[config.mk]
export PLATFORM = sky130hd
export DESIGN_NAME = fingerprint_recorder_flat
export DESIGN_NICKNAME = d
export VERILOG_FILES = /design/src/rtl/fingerprint_recorder_if.sv /design/src/rtl/fingerprint_recorder.sv /design/src/flat_wrapper.sv
export SDC_FILE = /design/constraint.sdc
export NUM_CORES = 1
export LEC_CHECK = 0
export ABC_AREA = 1
export CORE_UTILIZATION = 55
export CTS_BUF_LIST = sky130_fd_sc_hd__clkbuf_16
export DETAILED_ROUTE_END_ITERATION = 6
export PLACE_DENSITY = 0.85
export SLEW_MARGIN = 20
export SYNTH_ARGS = -nofsm -noshare
export SYNTH_HDL_FRONTEND = slang
export SYNTH_SLANG_ARGS = --single-unit
[constraint.sdc]
create_clock -name clk -period 2 [get_ports clk]
set_input_delay 0.3 -clock clk [delete_from_list [all_inputs] [get_ports clk]]
set_output_delay 0.3 -clock clk [all_outputs]
set_load 0.005 [all_outputs]
[src/rtl/fingerprint_recorder_if.sv]
// Sample-stream and RAM-port-B bundle for fingerprint_recorder.
// Handshake: axiiv qualifies axiid each cycle; there is no backpressure. wr_en qualifies wr_addr/wr_data.
interface fingerprint_recorder_if #(
    parameter int SAMPLE_DATA_WIDTH = 8,
    parameter int CAPTURE_LENGTH    = 1000
);
    localparam int AW = $clog2(CAPTURE_LENGTH);

    logic                                arm;
    logic                                axiiv;
    logic        [SAMPLE_DATA_WIDTH-1:0] axiid;
    logic                                wr_en;
    logic        [AW-1:0]                wr_addr;
    logic signed [SAMPLE_DATA_WIDTH-1:0] wr_data;
    logic                                busy;
    logic                                done;
    logic        [SAMPLE_DATA_WIDTH-1:0] mean_out;

    modport master (
        output arm, axiiv, axiid,
        input  wr_en, wr_addr, wr_data, busy, done, mean_out
    );

    modport slave (
        input  arm, axiiv, axiid,
        output wr_en, wr_addr, wr_data, busy, done, mean_out
    );
endinterface

[src/rtl/fingerprint_recorder.sv]
// Captures a burst to find the mean, then records a second burst as mean-removed,
// saturated signed samples into the fingerprint RAM write port.
module fingerprint_recorder #(
    parameter int SAMPLE_DATA_WIDTH = 8,
    parameter int CAPTURE_LENGTH    = 1000
) (
    input  logic                   clk,
    input  logic                   rst,
    fingerprint_recorder_if.slave  bus,
    output logic [2:0]             state_o
);
    localparam int W         = SAMPLE_DATA_WIDTH;
    localparam int N         = CAPTURE_LENGTH;
    localparam int AW        = $clog2(N);
    localparam int CW        = $clog2(N + 1);
    localparam int SUM_WIDTH = $clog2(N * (2**W - 1) + 1);
    localparam int SW        = $clog2(SUM_WIDTH);

    typedef enum logic [2:0] {
        S_IDLE   = 3'd0,
        S_MEAN   = 3'd1,
        S_DIVIDE = 3'd2,
        S_RECORD = 3'd3,
        S_DONE   = 3'd4
    } state_t;

    state_t               state_q, state_d;
    logic [SUM_WIDTH-1:0] sum_q, sum_d;
    logic [CW-1:0]        cnt_q, cnt_d;
    logic [AW-1:0]        rem_q, rem_d;
    logic [SW-1:0]        step_q, step_d;
    logic [W-1:0]         mean_q, mean_d;
    logic                 wr_en_q, wr_en_d;
    logic [AW-1:0]        wr_addr_q, wr_addr_d;
    logic [W-1:0]         wr_data_q, wr_data_d;

    logic [AW:0]          rem_shift;
    logic                 qbit;
    logic [W:0]           diff;
    logic [W-1:0]         sat_val;

    always_ff @(posedge clk) begin
        if (rst) begin
            state_q   <= S_IDLE;
            sum_q     <= '0;
            cnt_q     <= '0;
            rem_q     <= '0;
            step_q    <= '0;
            mean_q    <= '0;
            wr_en_q   <= 1'b0;
            wr_addr_q <= '0;
            wr_data_q <= '0;
        end else begin
            state_q   <= state_d;
            sum_q     <= sum_d;
            cnt_q     <= cnt_d;
            rem_q     <= rem_d;
            step_q    <= step_d;
            mean_q    <= mean_d;
            wr_en_q   <= wr_en_d;
            wr_addr_q <= wr_addr_d;
            wr_data_q <= wr_data_d;
        end
    end

    always_comb begin
        state_d   = state_q;
        sum_d     = sum_q;
        cnt_d     = cnt_q;
        rem_d     = rem_q;
        step_d    = step_q;
        mean_d    = mean_q;
        wr_en_d   = 1'b0;
        wr_addr_d = wr_addr_q;
        wr_data_d = wr_data_q;

        // Restoring division: the dividend shifts out of sum_q while quotient bits shift in.
        rem_shift = {rem_q, sum_q[SUM_WIDTH-1]};
        qbit      = (rem_shift >= (AW+1)'(N));

        diff = {1'b0, bus.axiid} - {1'b0, mean_q};
        if (diff[W] != diff[W-1]) begin
            sat_val = diff[W] ? {1'b1, {(W-1){1'b0}}} : {1'b0, {(W-1){1'b1}}};
        end else begin
            sat_val = diff[W-1:0];
        end

        case (state_q)
            S_IDLE: begin
                if (bus.arm) begin
                    state_d = S_MEAN;
                    sum_d   = '0;
                    cnt_d   = '0;
                end
            end
            S_MEAN: begin
                if (bus.axiiv) begin
                    sum_d = sum_q + SUM_WIDTH'(bus.axiid);
                    if (cnt_q == CW'(N - 1)) begin
                        state_d = S_DIVIDE;
                        cnt_d   = '0;
                        rem_d   = '0;
                        step_d  = '0;
                    end else begin
                        cnt_d = cnt_q + CW'(1);
                    end
                end else begin
                    sum_d = '0;
                    cnt_d = '0;
                end
            end
            S_DIVIDE: begin
                sum_d  = {sum_q[SUM_WIDTH-2:0], qbit};
                rem_d  = qbit ? AW'(rem_shift - (AW+1)'(N)) : rem_shift[AW-1:0];
                step_d = step_q + SW'(1);
                if (step_q == SW'(SUM_WIDTH - 1)) begin
                    state_d = S_RECORD;
                    mean_d  = {sum_q[W-2:0], qbit};
                    cnt_d   = '0;
                end
            end
            S_RECORD: begin
                // cnt_q == N means the last write is on the bus this cycle; leave afterwards.
                if (cnt_q == CW'(N)) begin
                    state_d = S_DONE;
                end else if (bus.axiiv) begin
                    wr_en_d   = 1'b1;
                    wr_addr_d = AW'(cnt_q);
                    wr_data_d = sat_val;
                    cnt_d     = cnt_q + CW'(1);
                end else begin
                    cnt_d = '0;
                end
            end
            S_DONE: begin
                state_d = S_IDLE;
            end
            default: begin
                state_d = S_IDLE;
            end
        endcase
    end

    assign bus.wr_en    = wr_en_q;
    assign bus.wr_addr  = wr_addr_q;
    assign bus.wr_data  = wr_data_q;
    assign bus.mean_out = mean_q;
    assign bus.busy     = (state_q == S_MEAN) || (state_q == S_DIVIDE) || (state_q == S_RECORD);
    assign bus.done     = (state_q == S_DONE);
    assign state_o      = state_q;
endmodule

[src/flat_wrapper.sv]
// flat-port wrapper written by rule: the top's interface ports become plain ports
module fingerprint_recorder_flat 
#(
    parameter int SAMPLE_DATA_WIDTH = 8,
    parameter int CAPTURE_LENGTH    = 1000
)
  (clk, rst, state_o, bus_arm, bus_axiiv, bus_axiid, bus_wr_en, bus_wr_addr, bus_wr_data, bus_busy, bus_done, bus_mean_out);
  fingerprint_recorder_if #(.SAMPLE_DATA_WIDTH(SAMPLE_DATA_WIDTH), .CAPTURE_LENGTH(CAPTURE_LENGTH)) bus_i ();
  input  logic clk;
  input  logic rst;
  output logic [2:0] state_o;
  input wire logic [$bits(bus_i.arm)-1:0] bus_arm;
  input wire logic [$bits(bus_i.axiiv)-1:0] bus_axiiv;
  input wire logic [$bits(bus_i.axiid)-1:0] bus_axiid;
  output wire logic [$bits(bus_i.wr_en)-1:0] bus_wr_en;
  output wire logic [$bits(bus_i.wr_addr)-1:0] bus_wr_addr;
  output wire logic [$bits(bus_i.wr_data)-1:0] bus_wr_data;
  output wire logic [$bits(bus_i.busy)-1:0] bus_busy;
  output wire logic [$bits(bus_i.done)-1:0] bus_done;
  output wire logic [$bits(bus_i.mean_out)-1:0] bus_mean_out;
  assign bus_i.arm = bus_arm;
  assign bus_i.axiiv = bus_axiiv;
  assign bus_i.axiid = bus_axiid;
  assign bus_wr_en = bus_i.wr_en;
  assign bus_wr_addr = bus_i.wr_addr;
  assign bus_wr_data = bus_i.wr_data;
  assign bus_busy = bus_i.busy;
  assign bus_done = bus_i.done;
  assign bus_mean_out = bus_i.mean_out;
  fingerprint_recorder #(.SAMPLE_DATA_WIDTH(SAMPLE_DATA_WIDTH), .CAPTURE_LENGTH(CAPTURE_LENGTH)) u_core (.clk(clk), .rst(rst), .bus(bus_i), .state_o(state_o));
endmodule
==> metrics.cfg, run 1 <==
[logic_synthesis]
syn_avg_cell_area_um2=6.807
synth-warning-count=0
synth.distinct_cells=44
synth_nets=687
synth_seq_cells=73
yosysSeqAreaShare_pct=32.93
yosysTopAreaCell=dfxtp_1
synth_area_leaders=dfxtp_1 33%, nand2_1 13%, a21oi_1 9.0%
synth_cells=652
yosysTopAreaCellShare_pct=32.93
netlist_area_um2=4438

[floorplanning]
dieArea_um2=8433
core-area_um2=7767
initial_core_util_pct=57.14
num_io_pins=44
die_h_um=91.83
rows=32
die_w_um=91.83

[setup_path]
cp_cell_sequence=clkdlybuf4s50_1 -> ha_1 -> a21oi_2 -> nand2_1 -> a21oi_1 -> nand3_2 -> buf_4 -> nand2_1 -> a21oi_2
slowest_delay_ns=0.47
path_max_fanout=6
critPathLaunch=bus_axiid[7]
crit_slowest_cell=clkdlybuf4s50_1
crit_family=buffers and inverters
timing.rr.start=u_core.bus.mean_out[1]
cp_data_arrival_time_ns=2.11
path_depth=9
worst_setup_path_end_kind=flip-flop
reg2reg_to=u_core.bus.wr_data[5]
critPathKind=input port to flip-flop
worstPathRequired_ns=2.22
startpoint_type=input port
cp-endpoint=u_core.bus.wr_data[5]
r2r_cells=11
regToRegSetupSlack_ns=0.14
worst-path-buf-inv=2

[global_route]
grtUsageTotal_pct=28.64
gr-total-overflow=0
grt_start_max_net_pins=36
antenna_found_initial=0
grt_pass1_vias=4365
grt_pass1_wl_um=19620

[sta]
worst_slew_margin_rel_pct=62.49
period_share_pct=94.34
hold_violations=0
rsz0062_at_grt=false
worst_hold_slack_ns=0.4494
clock_skew_ns=0.009692
period_needed_ns=1.887
setup_slack_ns=0.1133
finalSetupTns_ns=0
timing.fmax_ghz=0.5300
drv_slew=0
setup_viol_count_final=0
tightestPinTransition_ns=0.5605

[pwr]
finalPower_mw=5.475
p_leak_nw=2.374
cellPowerDensity_nw_per_um2=993.3
ir_drop_mv=0.9669

[routing]
drt_pass1_iterations=5
wl_um=11930
wl_per_cell_um=14.35
drtIter0Drc=302
route.detailed.drc=0
vias=4718
viasPerCell=5.677
ant_nets=0

[clock_tree]
path_clk_slew_ns=0.06
holdBufCountCts=0
clock-sinks=73
clock-root-buffer=clkbuf_16
insertion_delay_ns=0.34
clockBufferDepth=2
cts_buffers=9
htreeDepth=3
cts_tree=yes

[layout]
antenna_cells=0
syn2layout_area_growth_pct=24.19
drive_above_1_share_pct=14.13
fin_nets=759

[placed_design]
portBuffers=43
place_ws_ns=-0.3665
place.detailed.hpwl_um=8153
gp_congestion=0.8722

[hold_path]
min_path_type=input port to flip-flop

[status]
status=finished, final reports clean

[job]
drv_cap=0

layout by cell type, fill, tap and decap left out, types with 4 or more instances in the layout:
cell / count
clkbuf_16: 9
inv_2: 7
xor2_1: 7
nor3_1: 12
nand2_2: 8
inv_1: 78
a21o_1: 5
o21ai_0: 44
dfxtp_1: 73
clkdlybuf4s50_1: 42
a21oi_2: 7
nor2_1: 41
a31oi_1: 6
nand3_2: 7
a21oi_1: 76
nand4_1: 9
nand3b_1: 4
ha_1: 20
nand2_1: 150
or2_2: 4
buf_4: 38
nand3_1: 41
layer usage:
| metal | up-vias | share of wire, % | track usage (%) |
|---|---|---|---|
| li1 | 2304 | - | - |
| met4 | 0 | 2.3 | 11.85 |
| met1 | 2196 | 43 | 35.81 |
| met2 | 188 | 49 | 49.81 |
| met5 | - | 0 | 0 |
| met3 | 30 | 5.8 | 3.483 |
worst min-delay path by stage:
| stage | start | end | cells after the start |
|---|---|---|---|
| 6_report | bus_axiid[0] | u_core.sum_q[0] | 4 |
| 5_1_grt | u_core.bus.wr_addr[6] | u_core.bus.wr_addr[6] | 2 |
| 4_1_cts | u_core.bus.wr_addr[6] | u_core.bus.wr_addr[6] | 2 |
| 3_5_place_dp | u_core.bus.wr_data[1] | u_core.bus.wr_data[1] | 2 |
| 3_3_place_gp | u_core.bus.wr_addr[6] | u_core.bus.wr_addr[6] | 2 |
| 2_1_floorplan | u_core.rem_q[0] | u_core.rem_q[0] | 2 |
cells by family (layout without fill, tap and decap cells):
kind of cell    count (synthesis)  after routing  share of synthesized area (%)
fa+ha+maj                      23             23                          6.823
xor+xnor                        9              9                          1.776
compound gates                157            157                          19.96
flops                          73             73                          32.93
buf+inv                       106            183                          10.21
simple gates                  284            284                          28.31
synthesized netlist by cell type:
master and n:
nand3_2 3, o211ai_1 3, nand3b_2 1, inv_2 5
and2_1 1, o21a_1 1, nand2_1 155, a21o_1 5
nand3_1 45, or2_2 4, o221ai_1 1, fa_1 2
a31oi_1 6, nor3_4 1, nor2_2 2, a211oi_1 1
buf_4 2, a221oi_1 1, or2_1 1, o21ai_2 3
a21oi_2 3, inv_1 80, nor2_4 2, buf_6 5
o21ai_4 1, o21ai_0 45, xnor2_1 2, xor2_1 7
ha_1 21, nand4_1 9, a31o_2 2, nor3_1 12
dfxtp_1 73, a21oi_1 80, nand3b_1 4, nor2_1 41
buf_2 8, o21bai_1 1, nand2_2 3, a21boi_0 1
clkbuf_1 6, o21ai_1 1, a22oi_1 1, a21oi_4 1
timing repair:
item | in CTS | in global routing
endpoints found under the hold margin | 0 | 0
setup buffers | 0 | 1
gates resized for setup | 3 | 19
setup endpoints to repair | 10 | 17
pin swaps | 0 | 5
gates cloned | 0 | 0
through the flow:
step | instance area, um2 | instances | utilization [%]
floorplan | 4438 | 652 | -
global placement | 5160 | 814 | 66.43
detailed placement | 5160 | 814 | 66.43
CTS | 5446 | 830 | 70.12
global route | 5512 | 831 | 70.96
finish | 5512 | 831 | 70.96
flip-flops by register name, summed over array words and instances, names as in the netlist:
name and cells:
u_core.bus.mean_out 8, u_core.bus.wr_addr 10, u_core.bus.wr_data 8, u_core.bus.wr_en 1, u_core.cnt_q 10, u_core.rem_q 10
u_core.state_o 3, u_core.step_q 5, u_core.sum_q 18
power breakdown:
part	switching (mW)	internal, mW
Clock	0.663	0.848
Sequential	0.247	1.66
Combinational	1.28	0.777
Total	2.19	3.29
worst min-delay path, stage by stage:
cell	delay, ns
dlymetal6s2s_1	0.11
ha_1	0.14
nand2_1	0.05
a31oi_1	0.14
layout make-up:
cell class / instances / area [um2]
multi-input combinational: 473 / 2586
fill: 599 / 2256
clock inverter: 7 / 53.80
tap: 102 / 127.6
sequential: 73 / 1461
timing repair buffer: 82 / 738.2
clock buffer: 9 / 225.2
inverter: 85 / 319.1
(Power assumes the default switching activity.)
==> run 2, diff against run 1 <==
--- a/config.mk
+++ b/config.mk
@@ -6,10 +6,10 @@
 export NUM_CORES = 1
 export LEC_CHECK = 0
 export ABC_AREA = 1
-export CORE_UTILIZATION = 55
+export CORE_UTILIZATION = 49
 export CTS_BUF_LIST = sky130_fd_sc_hd__clkbuf_16
 export DETAILED_ROUTE_END_ITERATION = 6
-export PLACE_DENSITY = 0.85
+export PLACE_DENSITY = 0.78
 export SLEW_MARGIN = 20
 export SYNTH_ARGS = -nofsm -noshare
 export SYNTH_HDL_FRONTEND = slang
==> metrics.cfg, run 2 (synthesized netlist as in run 1, its figures left out) <==
[placed_design]
place.detailed.hpwl_um=7999
portBuffers=43
gp_congestion=0.8561

[status]
status=finished, final reports clean

[global_route]
grt_pass1_wl_um=19260
grt_start_max_net_pins=36
grtUsageTotal_pct=24.50
gr-total-overflow=0
grt_pass1_vias=4354
antenna_found_initial=0

[sta]
worst_slew_margin_rel_pct=54.44
period_needed_ns=1.865
rsz0062_at_grt=true
drv_slew=0
timing.fmax_ghz=0.5362
setup_viol_count_final=0
hold_violations=0
clock_skew_ns=0.006341
period_share_pct=93.25
tightestPinTransition_ns=0.6833

[pwr]
cellPowerDensity_nw_per_um2=1041
p_seq_share_pct=32.9
p_leak_nw=2.442
p_sw_mw=2.149
netSwitchingFraction_pct=36.89
ir_drop_mv=0.7238
clockPowerShare_pct=32.1
intPower_mw=3.675
comb_power_share_pct=35.0
finalPower_mw=5.824

[floorplanning]
rows=34
die_w_um=97.17
initial_core_util_pct=50.64
die_h_um=97.17
dieArea_um2=9442
core-area_um2=8763
num_io_pins=44

[routing]
wl_um=11340
wl_per_cell_um=13.47
route.detailed.drc=0
drt_pass1_iterations=6
ant_nets=0
vias=4572
viasPerCell=5.430
drtIter0Drc=318

[setup_path]
cp_data_arrival_time_ns=2.14
worstPathRequired_ns=2.27
startpoint_type=flip-flop
crit_slowest_cell=fa_1
critPathLaunch=u_core.bus.mean_out[0]
critPathKind=flip-flop to flip-flop
worst_setup_path_end_kind=flip-flop
path_max_fanout=4
timing.rr.start=u_core.bus.mean_out[0]
cp_cell_sequence=ha_1 -> fa_1 -> inv_1 -> nand3_1 -> nand2_1 -> nand2_1 -> nand3_1 -> nand3_1 -> nand2_1 -> o21ai_0 -> a21oi_1
slowest_delay_ns=0.39

[layout]
fin_nets=764
syn2layout_area_growth_pct=26.11
regMostFlops=u_core.sum_q
antenna_cells=0
largest_register_ffs=18
register_area_um2=1463
multi_input_area_um2=2559
fillers=756
fin_util_pct=63.86
drive_above_1_share_pct=13.62
layout_commonest_cell=nand2_1
layout_common_cells=153 x nand2_1, 79 x inv_1, 78 x a21oi_1, 72 x dfxtp_1, 45 x o21ai_0

[clock_tree]
cts_buffers=9
cts_tree=yes
path_clk_slew_ns=0.06
clock-sinks=73
clockBufferDepth=2
clock-root-buffer=clkbuf_16
insertion_delay_ns=0.34
htreeDepth=3

[hold_path]
min_from=u_core.bus.wr_addr[6]
min_path_type=flip-flop to flip-flop

[job]
drv_cap=0

-- run 2: cell count changes in the layout (fill, tap and decap cells not counted), moves of 2 or more --
cell | previous run | this run
fa_1 | 0 | 2
buf_4 | 38 | 43
bufinv_16 | 0 | 3
nand2_1 | 150 | 153
nand3_1 | 41 | 43
a21oi_2 | 7 | 5
fa_2 | 2 | 0
a21oi_1 | 76 | 78
nand2_2 | 8 | 5
nand3_2 | 7 | 5
clkdlybuf4s50_1 | 42 | 40
-- run 2: final cells by class --
cell class,instances,area share (%)
Timing Repair Buffer,87,13.88
Multi-Input combinational cell,473,45.72
Clock inverter,7,2.124
Inverter,85,5.701
Sequential cell,73,26.13
Clock buffer,9,4.024
Tap cell,108,2.414
-- run 2: stage by stage --
stage	hold slack (ns)	setup WS [ns]	cell area [um2]	TNS (ns)	cells
floorplan	0.4521	0.2811	4438	0	652
global placement	0.4653	-0.3567	5205	-5.255	825
detailed placement	0.4688	-0.4319	5205	-6.620	825
CTS	0.4773	0.01962	5550	0	841
global route	0.5001	-0.008420	5597	-0.01461	842
finish	0.4784	0.1350	5597	0	842
-- run 2: worst paths after layout --
| path | slack, ns | cells past startpoint | end |
|---|---|---|---|
| worst max-delay path | 0.13 | 11 | u_core.bus.wr_data[0] |
| worst max register to register | 0.13 | 11 | u_core.bus.wr_data[0] |
| worst min-delay path | 0.48 | 2 | u_core.bus.wr_addr[6] |
| worst min register to register | 0.48 | 2 | u_core.bus.wr_addr[6] |
-- run 2: what timing repair did --
| item | 4_1_cts | 5_1_grt |
|---|---|---|
| setup buffers | 0 | 1 |
| pin swaps | 0 | 1 |
| resized for setup | 2 | 12 |
| hold buffers | 0 | 0 |
| setup endpoints to repair | 12 | 17 |
-- run 2: worst max-delay path, delay by kind of cell, from the launching register on --
kind | cells | cell delay, ns
AOI/OAI and AO/OA | 2 | 0.22
adders and majority gates | 2 | 0.62
buffers and inverters | 1 | 0.06
DFF | 1 | 0.33
and+or+nand+nor | 6 | 0.58
-- run 2: routing by layer --
layer / GRT usage [%] / share of wire [%]
met1: 31.19 / 45
met2: 41.33 / 48
met3: 4.892 / 6.2
met4: 8.152 / 1.1
met5: 0 / 0
-- run 2: power groups by stage --
stage,combinational (mW),clock (mW),sequential (mW)
6_report,2.04,1.87,1.92
5_1_grt,2.26,1.95,1.94
4_1_cts,2.01,1.88,1.91
3_5_place_dp,1.99,0,1.93
3_3_place_gp,1.94,0,1.92
2_1_floorplan,1.39,0,1.88
